`config.mk`:
```
export PLATFORM = sky130hd
export DESIGN_NAME = bin2bcd_seq
export DESIGN_NICKNAME = d
export VERILOG_FILES = /design/src/rtl/bin2bcd_seq_pkg.sv /design/src/rtl/bin2bcd_seq_bcd_add3.sv /design/src/rtl/bin2bcd_seq.sv
export SDC_FILE = /design/constraint.sdc
export NUM_CORES = 1
export LEC_CHECK = 0
export ABC_AREA = 1
export CAP_MARGIN = 25
export CORE_UTILIZATION = 51
export DETAILED_ROUTE_END_ITERATION = 8
export PLACE_DENSITY = 0.81
export SYNTH_ARGS = -nofsm -noshare
export SYNTH_HDL_FRONTEND = slang
export SYNTH_HIERARCHICAL = 1
export SYNTH_SLANG_ARGS = --single-unit
```
`constraint.sdc`:
```
create_clock -name clk -period 1.4 [get_ports clk]
set_clock_uncertainty 0.2 [all_clocks]
set_input_delay 0.14 -clock clk [delete_from_list [all_inputs] [get_ports clk]]
set_output_delay 0.14 -clock clk [all_outputs]
set_load 0.05 [all_outputs]
```
`src/rtl/bin2bcd_seq_pkg.sv`:
```
// Shared constants and FSM encoding for the sequential binary-to-BCD converter.
package bin2bcd_seq_pkg;

    localparam int BCD_W      = 4;
    localparam int SCR_DIGITS = 10;
    localparam int MAX_DIGITS = 9;

    typedef enum logic [1:0] {
        ST_IDLE  = 2'd0,
        ST_SHIFT = 2'd1,
        ST_DONE  = 2'd2
    } state_t;

endpackage

```
`src/rtl/bin2bcd_seq_bcd_add3.sv`:
```
// Double-dabble correction cell: a BCD digit of 5 or more gets +3 before the shift.
module bcd_add3 (
    input  logic [3:0] digit,
    output logic [3:0] adj
);

    assign adj = (digit >= 4'd5) ? digit + 4'd3 : digit;

endmodule

```
`src/rtl/bin2bcd_seq.sv`:
```
// Sequential shift-and-add-3 binary-to-BCD converter with registered digit outputs.
// BIN2BCD_OVF_SAT_EN: on overflow show all nines instead of the value modulo 10^DIGITS.
module bin2bcd_seq
    import bin2bcd_seq_pkg::*;
#(
    parameter int DIGITS = 8,
    parameter int BIN_W  = 27
) (
    input  logic             clk,
    input  logic             rst,
    input  logic             start,
    input  logic [BIN_W-1:0] bin,
    output logic             busy,
    output logic             done,
    output logic             ovf,
    output logic [3:0]       D0,
    output logic [3:0]       D1,
    output logic [3:0]       D2,
    output logic [3:0]       D3,
    output logic [3:0]       D4,
    output logic [3:0]       D5,
    output logic [3:0]       D6,
    output logic [3:0]       D7,
    output logic [3:0]       D8
);

    localparam int               CNT_W    = $clog2(BIN_W);
    localparam int               SCR_W    = SCR_DIGITS * BCD_W;
    localparam logic [CNT_W-1:0] CNT_LAST = CNT_W'(BIN_W - 1);

    state_t           state;
    state_t           state_nxt;
    logic             load;
    logic             shift_en;
    logic             finish;
    logic [CNT_W-1:0] cnt;
    logic [BIN_W-1:0] sr;
    logic [SCR_W-1:0] scratch;
    logic [SCR_W-1:0] adj;
    logic             ovf_c;
    logic [BCD_W-1:0] dig [MAX_DIGITS];

    function automatic logic [BCD_W-1:0] sat_digit(input logic [BCD_W-1:0] d,
                                                   input logic            over);
`ifdef BIN2BCD_OVF_SAT_EN
        return over ? 4'd9 : d;
`else
        return (over === 1'bx) ? d : d;
`endif
    endfunction

    for (genvar g = 0; g < SCR_DIGITS; g++) begin : g_add3
        bcd_add3 u_add3 (
            .digit(scratch[g*BCD_W +: BCD_W]),
            .adj  (adj[g*BCD_W +: BCD_W])
        );
    end

    always_comb begin
        ovf_c = 1'b0;
        for (int i = 0; i < SCR_DIGITS; i++) begin
            if (i >= DIGITS && scratch[i*BCD_W +: BCD_W] != '0) ovf_c = 1'b1;
        end
    end

    always_ff @(posedge clk or negedge rst) begin
        if (!rst) state <= ST_IDLE;
        else      state <= state_nxt;
    end

    // Encoding 2'b11 is unreachable; it falls back to IDLE via the default arm.
    always_comb begin
        state_nxt = state;
        load      = 1'b0;
        shift_en  = 1'b0;
        finish    = 1'b0;
        case (state)
            ST_IDLE: begin
                if (start) begin
                    load      = 1'b1;
                    state_nxt = ST_SHIFT;
                end
            end
            ST_SHIFT: begin
                shift_en = 1'b1;
                if (cnt == CNT_LAST) state_nxt = ST_DONE;
            end
            ST_DONE: begin
                finish    = 1'b1;
                state_nxt = ST_IDLE;
            end
            default: state_nxt = ST_IDLE;
        endcase
    end

    always_ff @(posedge clk or negedge rst) begin
        if (!rst) begin
            sr      <= '0;
            scratch <= '0;
            cnt     <= '0;
            busy    <= 1'b0;
            done    <= 1'b0;
            ovf     <= 1'b0;
            for (int k = 0; k < MAX_DIGITS; k++) dig[k] <= '0;
        end else begin
            done <= 1'b0;
            if (load) begin
                sr      <= bin;
                scratch <= '0;
                cnt     <= '0;
                busy    <= 1'b1;
            end
            if (shift_en) begin
                scratch <= {adj[SCR_W-2:0], sr[BIN_W-1]};
                sr      <= sr << 1;
                cnt     <= cnt + CNT_W'(1);
            end
            // Digits and ovf only move here, so the display never sees a partial result.
            if (finish) begin
                for (int k = 0; k < MAX_DIGITS; k++) begin
                    if (k < DIGITS) dig[k] <= sat_digit(scratch[k*BCD_W +: BCD_W], ovf_c);
                    else            dig[k] <= '0;
                end
                ovf  <= ovf_c;
                done <= 1'b1;
                busy <= 1'b0;
            end
        end
    end

    assign D0 = dig[0];
    assign D1 = dig[1];
    assign D2 = dig[2];
    assign D3 = dig[3];
    assign D4 = dig[4];
    assign D5 = dig[5];
    assign D6 = dig[6];
    assign D7 = dig[7];
    assign D8 = dig[8];

endmodule

```
==> metrics <==
gr usage total=25.1%; status=finished with violations; Worst Setup Path Type=register to register; setup repair after global routing missed its margin=yes; Cell Pwr Density=2080 nW/µm²; layout cells sized above 1=37.4%; Port Buf Inserts=64; Final Hold Viols=0; Worst path slowest cell=dfrtp_1; largest net degree at the start of global routing=70; Clock Latency Late Sink=350 ps; min-delay worst type=input pin to asynchronous set/reset pin; Tcrit/Tclk final=115%; Slew Limit Fails=0; clock root buffer=clkbuf_16; Starting Density=53.2%; Via Count=5845; setup violators final=73; total grt overflow=0; Post-Place Cell Area=7320 µm²; failing checks=negative setup slack; synth warn=6; total power=18.1 mW; clock slew at reported path FFs=80 ps; design area=8710 µm²; Crit path required time=1460 ps; CP max stage delay=420 ps; H-tree Lvls=3; Longest Clk Path Bufs=2; DR pass1 iterations=6; initial drt markers=469; cts bufs inserted=9; Buf/Inv on CP=1; Die Y=109 µm; Crit. End Element=register; vias in the first global route=4975; first-pass GRT wire length=23300 µm; MaxCap Viol Count=0; synthesized instance count=775; Die W=109 µm; synthesized cell area=5850 µm²; Final Critical Period=1610 ps; fin nets=956; P&R area growth vs syn=48.9%; Core Box Area=11000 µm²; CTS sink cnt=109; Layout fillers=624; CTS tree=built; DP Wirelength=8340 µm; Detailed Route WL=18500 µm; Antenna Nets Post-Route=0; CP max FO=4; # IOs=69; Die ar.=11900 µm²; GP Congestion=0.828; average wire per standard cell=17.7 µm; Antenna Cells=0; peak supply drop=0.940 mV; pre-CTS setup slack=-173 ps; initial antenna violation count=0; Fmax=622 MHz; vias per cell=5.58; leak pwr=4.31 nW; CP most frequent cell=nand2_1; delay-heaviest family, CP=simple AND/OR/NAND/NOR gates; CP Data Arrival Time=1670 ps; worst setup margin=-207 ps; row count=38; CP startpoint kind=register; CP Cell Sequence=inv_2 > ha_2 > nand2_2 > nand2_4 > nor2_4 > nand2_1 > nand2_1 > nand2_1 > o21ai_1; Remaining DRCs=0; Synth Area per Inst=7.54 µm²
[per-layer routing]
layer | vias up | global-route usage, % | share of wire (%)
li1 | 2614 | - | -
met1 | 2761 | 33.5 | 38
met2 | 367 | 41.3 | 50
met3 | 103 | 3.59 | 7.9
met4 | 0 | 9.56 | 4.6
met5 | - | 0 | 0
[per-stage QoR]
stage | hold WS (ps) | std cells | utilization (%) | TNS, ps
2_1_floorplan | -356 | 778 | - | 0
3_3_place_gp | -62.4 | 997 | 66.6 | -7100
3_5_place_dp | -58.0 | 997 | 66.6 | -9860
4_1_cts | 114 | 1023 | 72.1 | -626
5_1_grt | 114 | 1047 | 79.3 | -11320
6_report | 109 | 1047 | 79.3 | -7110
[tightest hold or removal path, delay by kind of cell]
kind | cells | cell delay [ps]
buffers and inverters | 3 | 890
[cell usage in the layout (no fill, tap or decap)]
cell,instances
o21ai_1,31
ha_1,2
nand3_1,11
nand2_2,65
clkbuf_8,1
inv_4,2
bufinv_16,3
inv_1,31
nand2_4,12
dlygate4sd3_1,1
clkinvlp_4,1
a21oi_2,9
clkbuf_16,16
nand2_1,316
xnor2_1,1
clkdlybuf4s50_1,28
clkinv_4,1
o21ai_4,1
ha_2,3
nor2_4,24
ha_4,17
nand4_1,3
inv_2,31
dfrtp_1,103
nand3_2,5
dfrtp_2,6
o21ai_0,8
buf_6,9
nor2_2,7
buf_8,2
o21ai_2,24
buf_4,55
conb_1,4
nor2_1,29
buf_12,45
[final cells by class]
class | instances | area (µm²) | area share (%)
clock buffer | 10 | 239 | 2.75
clock inverter | 4 | 97.6 | 1.12
inverter | 65 | 254 | 2.92
multi-input combinational | 572 | 3290 | 37.8
sequential | 109 | 2740 | 31.4
tap | 140 | 175 | 2.01
timing repair buffer | 147 | 1910 | 21.9
[final timing paths]
| kind | start | endpoint | slack [ps] | cells past startpoint |
|---|---|---|---|---|
| max | scratch[9]$_DFFE_PN0P_ | scratch[9]$_DFFE_PN0P_ | -210 | 9 |
| min | rst | scratch[19]$_DFFE_PN0P_ | 110 | 3 |
| max reg2reg | scratch[9]$_DFFE_PN0P_ | scratch[9]$_DFFE_PN0P_ | -210 | 9 |
| min reg2reg | sr[19]$_DFFE_PN0P_ | sr[19]$_DFFE_PN0P_ | 280 | 2 |
| max in group asynchronous | rst | scratch[0]$_DFFE_PN0P_ | 510 | 3 |
| min in group clk | bin[0] | sr[0]$_DFFE_PN0P_ | 150 | 3 |
[registers in the layout, summed over array words and instances, names as in the netlist]
name / cells
D0: 4
D1: 4
D2: 4
D3: 4
D4: 4
D5: 4
D6: 4
D7: 4
busy: 1
cnt: 5
done: 1
ovf: 1
scratch: 40
sr: 27
state: 2
[repair_timing]
action,in CTS,in global routing
gates cloned,0,11
gates resized for setup,67,147
hold buffers,1,0
endpoints found under the hold margin,109,0
endpoints found under the setup margin,94,105
setup buffers,11,18
pin swaps,60,99
[power by group]
group          switching (mW)  internal (mW)
combinational            5.64           4.10
clock                    1.20           1.78
sequential               1.22           4.18
total                    8.07           10.1
Note: power is estimated with default switching activity, not from simulation.
